[src/rtl/ula_pkg.sv]
// Shared opcode encodings, FSM state type and flag bit positions for the ula_pipe ALU.
package ula_pkg;

    localparam logic [3:0] OP_ADD = 4'b0000;
    localparam logic [3:0] OP_SUB = 4'b0001;
    localparam logic [3:0] OP_XOR = 4'b0010;
    localparam logic [3:0] OP_NOT = 4'b0011;
    localparam logic [3:0] OP_AND = 4'b0100;
    localparam logic [3:0] OP_OR  = 4'b0101;
    localparam logic [3:0] OP_EQ  = 4'b0110;
    localparam logic [3:0] OP_NE  = 4'b0111;
    localparam logic [3:0] OP_SHL = 4'b1000;
    localparam logic [3:0] OP_SHR = 4'b1001;
    localparam logic [3:0] OP_MUL = 4'b1010;

    typedef enum logic [1:0] {
        ST_IDLE = 2'd0,
        ST_MUL  = 2'd1,
        ST_DONE = 2'd2
    } state_t;

    localparam int unsigned FLAG_C = 0;
    localparam int unsigned FLAG_Z = 1;
    localparam int unsigned FLAG_N = 2;
    localparam int unsigned FLAG_V = 3;

    function automatic logic [3:0] pack_flags(input logic v, input logic n,
                                              input logic z, input logic c);
        logic [3:0] f;
        f         = '0;
        f[FLAG_V] = v;
        f[FLAG_N] = n;
        f[FLAG_Z] = z;
        f[FLAG_C] = c;
        return f;
    endfunction

endpackage

[src/rtl/ula_pipe_if.sv]
// Request/response bundle of the ula_pipe ALU; master is the requester/consumer side.
interface ula_pipe_if #(parameter int W = 8);

    logic [W-1:0] a;
    logic [W-1:0] b;
    logic [3:0]   opcode;
    logic         in_valid;
    logic         in_ready;
    logic [W-1:0] s;
    logic [3:0]   flags;
    logic         err;
    logic         out_valid;
    logic         out_ready;

    modport master (
        output a, b, opcode, in_valid, out_ready,
        input  in_ready, s, flags, err, out_valid
    );

    modport slave (
        input  a, b, opcode, in_valid, out_ready,
        output in_ready, s, flags, err, out_valid
    );

endinterface

[src/rtl/ula_mul_seq.sv]
// Iterative unsigned shift-add multiplier: one partial product per cycle, W cycles total.
module ula_mul_seq #(
    parameter int W = 8
) (
    input  logic             clk,
    input  logic             rst,
    input  logic             start,
    input  logic [W-1:0]     a,
    input  logic [W-1:0]     b,
    output logic             busy,
    output logic             done,
    output logic [2*W-1:0]   product
);

    localparam int CW = $clog2(W + 1);

    logic [2*W-1:0] mcand;
    logic [2*W-1:0] acc;
    logic [W-1:0]   mplier;
    logic [CW-1:0]  count;

    // Partial product 0 is folded into the start edge, so done is already high
    // during the W-th cycle and the caller can register the product on that edge.
    assign done    = busy && (count == CW'(W));
    assign product = acc;

    always_ff @(posedge clk) begin
        if (rst) begin
            mcand  <= '0;
            acc    <= '0;
            mplier <= '0;
            count  <= '0;
            busy   <= 1'b0;
        end else if (start) begin
            acc    <= b[0] ? {{W{1'b0}}, a} : '0;
            mcand  <= {{W{1'b0}}, a} << 1;
            mplier <= b >> 1;
            count  <= CW'(1);
            busy   <= 1'b1;
        end else if (busy) begin
            if (done) begin
                busy <= 1'b0;
            end else begin
                if (mplier[0]) begin
                    acc <= acc + mcand;
                end
                mcand  <= mcand << 1;
                mplier <= mplier >> 1;
                count  <= count + 1'b1;
            end
        end
    end

endmodule

[src/rtl/ula_pipe.sv]
// Registered ALU with valid/ready handshake; single-cycle ops plus an iterative multiply.
module ula_pipe
    import ula_pkg::*;
#(
    parameter int W = 8
) (
    input  logic      clk,
    input  logic      rst,
    ula_pipe_if.slave bus
);

    localparam int SW = $clog2(W);

    state_t         state;
    state_t         state_next;
    logic           accept;
    logic           is_mul;
    logic           load_mul;
    logic           mul_busy;
    logic           mul_done;
    logic [2*W-1:0] product;

    logic [W:0]     sum;
    logic [W:0]     diff;
    logic [2*W-1:0] shl_ext;
    logic [2*W-1:0] shr_ext;
    logic [SW-1:0]  sh;
    logic [W-1:0]   res;
    logic           res_v;
    logic           res_c;
    logic           res_err;
    logic [3:0]     res_flags;
    logic [3:0]     mul_flags;

    logic [W-1:0]   s_q;
    logic [3:0]     flags_q;
    logic           err_q;

    assign bus.in_ready  = (state == ST_IDLE) || ((state == ST_DONE) && bus.out_ready);
    assign bus.out_valid = (state == ST_DONE);
    assign bus.s         = s_q;
    assign bus.flags     = flags_q;
    assign bus.err       = err_q;

    assign accept   = bus.in_valid && bus.in_ready;
    assign is_mul   = (bus.opcode == OP_MUL);
    assign load_mul = (state == ST_MUL) && mul_busy && mul_done;

    ula_mul_seq #(.W(W)) u_mul (
        .clk     (clk),
        .rst     (rst),
        .start   (accept && is_mul),
        .a       (bus.a),
        .b       (bus.b),
        .busy    (mul_busy),
        .done    (mul_done),
        .product (product)
    );

    // Shifts run in a 2W-wide field so the last bit shifted out lands at a fixed index.
    always_comb begin
        sh      = bus.b[SW-1:0];
        sum     = {1'b0, bus.a} + {1'b0, bus.b};
        diff    = {1'b0, bus.a} - {1'b0, bus.b};
        shl_ext = {{W{1'b0}}, bus.a} << sh;
        shr_ext = {bus.a, {W{1'b0}}} >> sh;
        res     = '0;
        res_v   = 1'b0;
        res_c   = 1'b0;
        res_err = 1'b0;
        case (bus.opcode)
            OP_ADD: begin
                res   = sum[W-1:0];
                res_c = sum[W];
                res_v = (bus.a[W-1] == bus.b[W-1]) && (sum[W-1] != bus.a[W-1]);
            end
            OP_SUB: begin
                res   = diff[W-1:0];
                res_c = diff[W];
                res_v = (bus.a[W-1] != bus.b[W-1]) && (diff[W-1] != bus.a[W-1]);
            end
            OP_XOR: res = bus.a ^ bus.b;
            OP_NOT: res = ~bus.a;
            OP_AND: res = bus.a & bus.b;
            OP_OR:  res = bus.a | bus.b;
            OP_EQ:  res[0] = (bus.a == bus.b);
            OP_NE:  res[0] = (bus.a != bus.b);
            OP_SHL: begin
                res   = shl_ext[W-1:0];
                res_c = shl_ext[W];
            end
            OP_SHR: begin
                res   = shr_ext[2*W-1:W];
                res_c = shr_ext[W-1];
            end
            OP_MUL: res = '0;
            default: res_err = 1'b1;
        endcase
        res_flags = res_err ? 4'b0000 : pack_flags(res_v, res[W-1], (res == '0), res_c);
        mul_flags = pack_flags(1'b0, product[W-1], (product[W-1:0] == '0),
                               |product[2*W-1:W]);
    end

    always_comb begin
        state_next = state;
        case (state)
            ST_IDLE: begin
                if (accept) begin
                    state_next = is_mul ? ST_MUL : ST_DONE;
                end
            end
            ST_MUL: begin
                if (load_mul) begin
                    state_next = ST_DONE;
                end
            end
            ST_DONE: begin
                if (accept) begin
                    state_next = is_mul ? ST_MUL : ST_DONE;
                end else if (bus.out_ready) begin
                    state_next = ST_IDLE;
                end
            end
            default: state_next = ST_IDLE;
        endcase
    end

    always_ff @(posedge clk) begin
        if (rst) begin
            state   <= ST_IDLE;
            s_q     <= '0;
            flags_q <= '0;
            err_q   <= 1'b0;
        end else begin
            state <= state_next;
            if (accept && !is_mul) begin
                s_q     <= res;
                flags_q <= res_flags;
                err_q   <= res_err;
            end else if (load_mul) begin
                s_q     <= product[W-1:0];
                flags_q <= mul_flags;
                err_q   <= 1'b0;
            end
        end
    end

endmodule

[src/flat_wrapper.sv]
// flat-port wrapper written by rule: the top's interface ports become plain ports
module ula_pipe_flat import ula_pkg::*;
#(
    parameter int W = 8
)
  (clk, rst, bus_a, bus_b, bus_opcode, bus_in_valid, bus_out_ready, bus_in_ready, bus_s, bus_flags, bus_err, bus_out_valid);
  ula_pipe_if #(.W(W)) bus_i ();
  input  logic clk;
  input  logic rst;
  input wire logic [$bits(bus_i.a)-1:0] bus_a;
  input wire logic [$bits(bus_i.b)-1:0] bus_b;
  input wire logic [$bits(bus_i.opcode)-1:0] bus_opcode;
  input wire logic [$bits(bus_i.in_valid)-1:0] bus_in_valid;
  input wire logic [$bits(bus_i.out_ready)-1:0] bus_out_ready;
  output wire logic [$bits(bus_i.in_ready)-1:0] bus_in_ready;
  output wire logic [$bits(bus_i.s)-1:0] bus_s;
  output wire logic [$bits(bus_i.flags)-1:0] bus_flags;
  output wire logic [$bits(bus_i.err)-1:0] bus_err;
  output wire logic [$bits(bus_i.out_valid)-1:0] bus_out_valid;
  assign bus_i.a = bus_a;
  assign bus_i.b = bus_b;
  assign bus_i.opcode = bus_opcode;
  assign bus_i.in_valid = bus_in_valid;
  assign bus_i.out_ready = bus_out_ready;
  assign bus_in_ready = bus_i.in_ready;
  assign bus_s = bus_i.s;
  assign bus_flags = bus_i.flags;
  assign bus_err = bus_i.err;
  assign bus_out_valid = bus_i.out_valid;
  ula_pipe #(.W(W)) u_core (.clk(clk), .rst(rst), .bus(bus_i));
endmodule
[config.mk]
export PLATFORM = sky130hd
export DESIGN_NAME = ula_pipe_flat
export DESIGN_NICKNAME = d
export VERILOG_FILES = /design/src/rtl/ula_pkg.sv /design/src/rtl/ula_pipe_if.sv /design/src/rtl/ula_mul_seq.sv /design/src/rtl/ula_pipe.sv /design/src/flat_wrapper.sv
export SDC_FILE = /design/constraint.sdc
export NUM_CORES = 1
export LEC_CHECK = 0
export ABC_AREA = 1
export BUFFER_PORTS_ARGS = -buffer_cell sky130_fd_sc_hd__buf_2
export CAP_MARGIN = 25
export CORE_ASPECT_RATIO = 0.7
export CORE_MARGIN = 3
export CORE_UTILIZATION = 50
export DETAILED_ROUTE_END_ITERATION = 8
export HOLD_SLACK_MARGIN = 0.15
export PLACE_DENSITY = 0.75
export SETUP_SLACK_MARGIN = 0.5
export SLEW_MARGIN = 20
export SYNTH_ARGS = -nofsm -noshare
export SYNTH_HDL_FRONTEND = slang
export SYNTH_HIERARCHICAL = 1
export SYNTH_SLANG_ARGS = --single-unit
[constraint.sdc]
create_clock -name clk -period 2.5 [get_ports clk]
set_clock_uncertainty 0.05 [all_clocks]
set_input_delay 0.125 -clock clk [delete_from_list [all_inputs] [get_ports clk]]
set_output_delay 0.125 -clock clk [all_outputs]
set_load 0.005 [all_outputs]
==> reports/metrics.csv, run 1 <==
stage,metric,value,unit
run_status,status,"complete, no violations",
route,remaining_drc_errors,0,
logic_synthesis,synthArstFlopShare,0,
global_route,grt_max_degree,28,
setup_path,worstPathArrival,2.13,ns
floorplanning,initial_core_util,0.531,
placement,gp_congestion,1.08,
hold_path,min_path_cells,3,
setup_path,worstRegToRegCells,13,
placement,port_buffers,38,
cts,clock_path_buffers,2,
setup_path,worstSetupPathType,flip-flop to flip-flop,
cts,cts_buffers,9,
route,wirelength,18700,um
power,p_int,2.02,mW
floorplanning,num_io_pins,39,
global_route,grt_first_pass_wirelength,28600,um
setup_path,crit_top_cell,nor2_1,
route,wire_per_inst,17.1,um
job,cap_violations,0,
timing,rsz0062_at_grt,true,
final_layout,nFillCells,944,
logic_synthesis,syn-num-nets,964,
final_layout,drive_above_1_share,0.142,
cts,cts_tree,yes,
power,p_clk_frac,0.465,
power,swShare,0.303,
power,powerDensity,459,nW/um2
timing,fin_crit_sh,0.767,
timing,slew_headroom,0.486,
power,comb_power_share,0.202,
cts,cts_sinks,58,
power,vdd_drop_max,0.292,mV
setup_path,endpoint_kind,flip-flop,
final_layout,postLayoutCoreUtil,0.629,
route,firstDrtPassIters,5,
floorplanning,die-area,11900,um2
cts,htreeDepth,3,
timing,finalSetupViolCount,0,
global_route,grt.overflow.total,0,
route,drt-initial-drc-count,944,
route,num_vias,6309,
timing,slew_viol_final,0,
final_layout,multi_input_area,3630,um2
timing,hold_viol,0,
setup_path,critPathBufInv,4,
floorplanning,rows,30,
placement,dp_hpwl,14100,um
floorplanning,coreArea,10000,um2
timing,worst_pin_slew,0.765,ns
final_layout,final_nets,1030,
setup_path,crit_path_max_incr_delay,0.30,ns
setup_path,crit_family,simple AND/OR/NAND/NOR gates,
cts,cts_root_buf,clkbuf_16,
floorplanning,die_h,92.3,um
setup_path,cp_slowest_cell,dfxtp_1,
global_route,grtUsageTotal,0.306,
logic_synthesis,syn-cell-area,5320,um2
cts,clock_latency,0.33,ns
hold_path,hp-class,primary input to flip-flop,
timing,fin_setup_tns,0,ns
power,p_leak,3.15,nW
power,power_switching,0.876,mW
final_layout,register_area,1160,um2
power,seqPwrFrac,0.333,
logic_synthesis,syn_area_per_cell,5.95,um2
logic_synthesis,synth_edf_count,0,
logic_synthesis,yosysSeqAreaShare,0.218,
logic_synthesis,ys_ff_latch,58,
global_route,antenna_found_initial,0,
logic_synthesis,ys_types,41,
timing,fin_crit,1.92,ns
route,viasPerCell,5.76,
logic_synthesis,synth_top_flop_cell,dfxtp_1,
cts,clk_pin_slew_worst_paths,0.06,ns
logic_synthesis,netlist_instances,895,
timing,clock.fmax,521,MHz
route,ant_nets,0,
logic_synthesis,ys_warn_count,6,
setup_path,crit_chain,inv_2 > nor2_1 > nor2_1 > nand2_1 > nor3_2 > buf_4 > inv_6 > nand2_4 > o21ai_4 > nor2_4 > clkbuf_16 > nand3b_2 > a21oi_2,
setup_path,crit_path_start_kind,flip-flop,
final_layout,areaGrowthSynthToFinish,18.5,%
setup_path,critPathRequiredTime,2.71,ns
floorplanning,die_w,129,um
setup_path,crit_cells,13,
global_route,grt_pass1_vias,5310,
setup_path,worstPathMaxFanout,16,
## worst reg2reg max path, stage by stage, from the launching register on
cell and delay [ns]:
dfxtp_1 0.30, inv_2 0.07, nor2_1 0.04, nor2_1 0.10
nand2_1 0.10, nor3_2 0.13, buf_4 0.19, inv_6 0.09
nand2_4 0.12, o21ai_4 0.08, nor2_4 0.17, clkbuf_16 0.19
nand3b_2 0.09, a21oi_2 0.12
## power by group through the flow
stage          Combinational [mW]  Sequential [mW]  Clock, mW
3_3_place_gp                0.530            0.981          0
4_1_cts                     0.547            0.962       1.36
2_1_floorplan               0.341            0.979          0
5_1_grt                     0.638            0.965       1.40
6_report                    0.585            0.963       1.35
3_5_place_dp                0.529            0.982          0
## sequential cells by signal, indices dropped and copies added (netlist names)
register,cells
u_core/u_mul/product,16
u_core/u_mul/mcand,15
u_core/bus.s,8
u_core/u_mul/mplier,7
u_core/bus.flags,4
u_core/u_mul/count,4
u_core/state,2
u_core/bus.err,1
u_core/u_mul/busy,1
## synth_stat cells, types with 2 or more instances
master / instances / area [um2]
nand2_1: 298 / 1120
inv_1: 109 / 409
nand3_1: 108 / 541
nor2_1: 79 / 297
dfxtp_1: 58 / 1160
ha_1: 42 / 526
a21oi_1: 40 / 200
o21ai_0: 33 / 165
a31oi_1: 23 / 144
buf_2: 11 / 55.1
a21oi_2: 8 / 70.1
inv_2: 8 / 30.0
nand3_2: 7 / 70.1
nand4_1: 6 / 37.5
nor2_2: 6 / 37.5
buf_4: 5 / 37.5
nand3b_1: 5 / 37.5
nor3_1: 5 / 25.0
nor4_1: 5 / 31.3
or2_2: 5 / 31.3
clkbuf_1: 4 / 15.0
xor2_1: 4 / 35.0
fa_1: 3 / 60.1
o211ai_1: 3 / 22.5
clkbuf_2: 2 / 10.0
nand2_2: 2 / 12.5
nand2_4: 2 / 22.5
## through the flow
step                hold WS, ns  area (um2)  setup WS [ns]  total power, mW  cells
finish                    0.161        6310          0.582             2.90   1095
global route              0.179        6310          0.458             3.01   1094
detailed placement        0.397        5700          0.317             1.51   1057
floorplan                 0.159        5320          0.671             1.32    895
CTS                       0.152        6160          0.507             2.87   1085
global placement          0.385        5700          0.373             1.51   1057
## per-layer routing
metal	up-vias	global-route usage	share of wire
li1	3027	-	-
met2	423	0.362	0.36
met5	-	0	0
met4	0	0.0472	0.0064
met1	2847	0.483	0.47
met3	12	0.154	0.17
## path summary, 6_finish.rpt
| kind | from | endpoint | slack [ns] |
|---|---|---|---|
| hold reg to reg | u_core/bus.err | u_core/bus.err | 0.41 |
| hold / removal | bus_a[6] | u_core/u_mul/product[6] | 0.16 |
| setup / recovery | u_core/state[1] | u_core/u_mul/product[9] | 0.58 |
| setup reg to reg | u_core/state[1] | u_core/u_mul/product[9] | 0.58 |
## repair_timing
item,CTS,global route
gates cloned,0,1
buffers inserted,1,8
pin swaps,1,3
endpoints found under the hold margin,14,0
setup endpoints to repair,14,33
hold buffers,11,0
gates resized for setup,3,16
## cells by family (layout without fill, tap and decap cells)
| logic type | after synthesis | count (layout) | synth area share |
|---|---|---|---|
| buf+inv | 142 | 213 | 0.109 |
| simple gates | 532 | 532 | 0.431 |
| other cells | 0 | 1 | 0 |
| xor+xnor | 5 | 5 | 0.00823 |
| compound gates | 113 | 113 | 0.124 |
| flops | 58 | 58 | 0.218 |
| fa+ha+maj | 45 | 45 | 0.110 |
## layout by cell type, fill, tap and decap left out, types with 2 or more instances in the layout
cell type,n
nand2_1,298
nand3_1,107
inv_1,104
nor2_1,78
dfxtp_1,57
a21oi_1,40
ha_1,40
buf_2,38
o21ai_0,30
buf_4,26
a31oi_1,23
inv_2,11
dlygate4sd3_1,11
clkbuf_16,10
a21oi_2,8
nand3_2,7
nand4_1,6
nand3b_1,5
nor4_1,5
nor2_2,5
or2_2,5
nor3_1,4
xor2_1,4
clkinvlp_4,3
clkinv_4,3
o211ai_1,3
nor2_4,3
o21ai_1,3
fa_1,3
inv_6,2
bufinv_16,2
nand2_2,2
nand2_4,2
buf_12,2
## area by class of cell
| type | count | share of cell area |
|---|---|---|
| Sequential cell | 58 | 0.184 |
| Clock inverter | 7 | 0.0163 |
| Antenna cell | 1 | 0.000397 |
| Tap cell | 128 | 0.0254 |
| Timing Repair Buffer | 79 | 0.0906 |
| Inverter | 118 | 0.0722 |
| Multi-Input combinational cell | 695 | 0.575 |
| Clock buffer | 9 | 0.0357 |
No activity file was read; power rests on OpenSTA's default activity.
==> run 2: changes to the inputs <==
--- a/config.mk
+++ b/config.mk
@@ -13,7 +13,7 @@
 export CORE_UTILIZATION = 50
 export DETAILED_ROUTE_END_ITERATION = 8
 export HOLD_SLACK_MARGIN = 0.15
-export PLACE_DENSITY = 0.75
+export PLACE_DENSITY = 0.78
 export SETUP_SLACK_MARGIN = 0.5
 export SLEW_MARGIN = 20
 export SYNTH_ARGS = -nofsm -noshare
==> constraint.sdc (replaced) <==
create_clock -name clk -period 1.6 [get_ports clk]
set_clock_uncertainty 0.05 [all_clocks]
set_input_delay 0.08 -clock clk [delete_from_list [all_inputs] [get_ports clk]]
set_output_delay 0.08 -clock clk [all_outputs]
set_load 0.005 [all_outputs]
==> reports/metrics.csv, run 2 (synthesis gave the netlist of run 1 again) <==
stage,metric,value,unit,change
run_status,status,"complete, but fails checks",,"was complete, no violations"
run_status,violations,setup timing,,
setup_path,worstPathMaxFanout,8,,was 16
route,viasPerCell,5.88,,was 5.76
power,vdd_drop_max,0.650,mV,was 0.292 mV
floorplanning,die_w,129,um,unchanged
placement,dpl.cell_count,1202,,"was 1,057"
setup_path,crit_top_cell,buf_6,,was nor2_1
route,num_vias,7341,,"was 6,309"
final_layout,areaGrowthSynthToFinish,49.2,%,was 18.5%
route,dr_wl_met2,9210,um,was 6640 um
cts,clk_pin_slew_worst_paths,0.06,ns,about the same
final_layout,nFillCells,723,,was 944
setup_path,crit_chain,inv_2 > nor2_1 > nor2_1 > nand2_2 > buf_4 > buf_6 > buf_6 > nor2_4 > buf_6 > nor2_4 > clkinv_4 > o21ai_0 > a21oi_2,,was inv_2 > nor2_1 > nor2_1 > nand2_1 > nor3_2 > buf_4 > inv_6 > nand2_4 > o21ai_4 > nor2_4 > clkbuf_16 > nand3b_2 > a21oi_2
floorplanning,num_io_pins,39,,unchanged
final_layout,register_area,1170,um2,was 1160 um2
route,top_layer,met4,,unchanged
placement,pre_cts_ws,-0.318,ns,was 0.317 ns
final_layout,drive_above_1_share,0.332,,was 0.142
route,drt-initial-drc-count,1231,,was 944
cts,clock_latency,0.34,ns,was 0.33 ns
timing,fin_crit_sh,1.21,,was 0.767
setup_path,crit_path_max_incr_delay,0.33,ns,was 0.30 ns
setup_path,worstSetupPathType,flip-flop to flip-flop,,unchanged
route,met1Wirelength,9970,um,was 8750 um
final_layout,final_nets,1184,,"was 1,030"
timing,worst_pin_slew,0.827,ns,was 0.765 ns
cts,htreeDepth,3,,unchanged
global_route,grtUsageTotal,0.360,,was 0.306
setup_path,cp_slowest_cell,dfxtp_2,,was dfxtp_1
cts,cts_sinks,58,,unchanged
global_route,grt_pass1_vias,6310,,"was 5,310"
floorplanning,initial_core_util,0.531,,unchanged
route,ant_nets,0,,unchanged
power,powerDensity,586,nW/um2,was 459 nW/um2
power,p_leak,3.99,nW,was 3.15 nW
cts,cts_buffers,9,,unchanged
route,met3_length,3690,um,was 3160 um
route,remaining_drc_errors,0,,unchanged
cts,cts_root_buf,clkbuf_16,,unchanged
job,cap_violations,0,,unchanged
setup_path,crit_path_start_kind,flip-flop,,unchanged
global_route,antenna_found_initial,0,,unchanged
final_layout,multi_input_area,3990,um2,was 3630 um2
timing,setup_ws,-0.342,ns,was 0.582 ns
floorplanning,die_h,92.3,um,unchanged
timing,fin_crit,1.94,ns,was 1.92 ns
setup_path,endpoint_kind,flip-flop,,unchanged
cts,hold_buffers,9,,was 11
final_layout,final_common_cell,nand2_1,,unchanged
timing,hold_viol,0,,unchanged
hold_path,hp-class,primary input to flip-flop,,unchanged
timing,slew_viol_final,0,,unchanged
setup_path,worstPathArrival,2.10,ns,was 2.13 ns
global_route,grt_first_pass_wirelength,33300,um,"was 28,600 um"
route,wirelength,23400,um,"was 18,700 um"
final_layout,num_antenna_cells,0,,was 1
global_route,grt.overflow.total,0,,unchanged
timing,clock.fmax,515,MHz,was 521 MHz
floorplanning,rows,30,,unchanged
route,wire_per_inst,18.8,um,was 17.1 um
global_route,grt_max_degree,21,,was 28
timing,rsz0062_at_grt,true,,unchanged
cts,clock_path_buffers,2,,unchanged
placement,port_buffers,38,,unchanged
setup_path,critPathRequiredTime,1.76,ns,was 2.71 ns
placement,dp_hpwl,16000,um,"was 14,100 um"
final_layout,largest_reg_flops,16,,unchanged
setup_path,crit_family,buffers and inverters,,was simple AND/OR/NAND/NOR gates
timing,slew_headroom,0.447,,was 0.486
cts,cts_tree,yes,,unchanged
route,firstDrtPassIters,8,,was 5
setup_path,critPathBufInv,6,,was 4
placement,gp_congestion,1.03,,was 1.08
floorplanning,coreArea,10000,um2,unchanged
final_layout,final_cells,1248,,"was 1,095"
final_layout,layout_common_cells,"nand2_1, buf_4, nand3_1",,"was nand2_1, nand3_1, inv_1"
floorplanning,die-area,11900,um2,unchanged
timing,finalSetupViolCount,57,,was 0
-- run 2: worst min-delay path, stage by stage --
cell and delay, ns:
buf_2 0.13, inv_2 0.08, a21oi_1 0.06, nand2_1 0.07, a21oi_1 0.07
-- run 2: timing repair --
| item | in CTS | in global routing |
|---|---|---|
| gates resized for setup | 49 | 78 |
| cloned | 0 | 1 |
| setup endpoints to repair | 59 | 60 |
| pin swaps | 21 | 18 |
| hold endpoints to repair | 18 | 3 |
| setup buffers | 14 | 6 |
-- run 2: final cells by class --
cell class	instances	share of cell area
repair buffers	233	0.235
multi-input cells	695	0.503
well taps	128	0.0202
clock buffers	10	0.0301
flip-flops and latches	58	0.147
inverters	118	0.0597
clock inverters	6	0.00536
-- run 2: stage by stage --
step | utilization | TNS, ns | hold WS [ns] | total power, mW | cell area, um2
CTS | 0.755 | -3.15 | 0.107 | 4.48 | 7560
detailed placement | 0.692 | -5.16 | 0.385 | 2.64 | 6940
floorplan | - | -1.23 | 0.114 | 2.10 | 5430
global route | 0.792 | -11.65 | 0.164 | 4.79 | 7940
global placement | 0.692 | -4.83 | 0.372 | 2.62 | 6940
finish | 0.792 | -8.58 | 0.162 | 4.65 | 7940
-- run 2: worst paths after layout --
path | cells past startpoint | slack, ns | endpoint | start
setup reg to reg | 13 | -0.34 | u_core/bus.flags[1] | u_core/state[1]
setup / recovery | 13 | -0.34 | u_core/bus.flags[1] | u_core/state[1]
hold reg to reg | 2 | 0.43 | u_core/u_mul/mplier[5] | u_core/u_mul/mplier[5]
hold / removal | 5 | 0.16 | u_core/bus.err | bus_opcode[3]
-- run 2: per-layer routing --
metal / global-route usage / vias to the layer above
met2: 0.474 / 576
met4: 0.0621 / 0
met5: 0 / -
met1: 0.554 / 3343
li1: - / 3336
met3: 0.135 / 86
-- run 2: power breakdown --
group,internal [mW],switching [mW],total [mW]
Clock,1.09,0.716,1.80
Sequential,1.48,0.0316,1.51
Combinational,0.558,0.780,1.34
Total,3.13,1.53,4.65
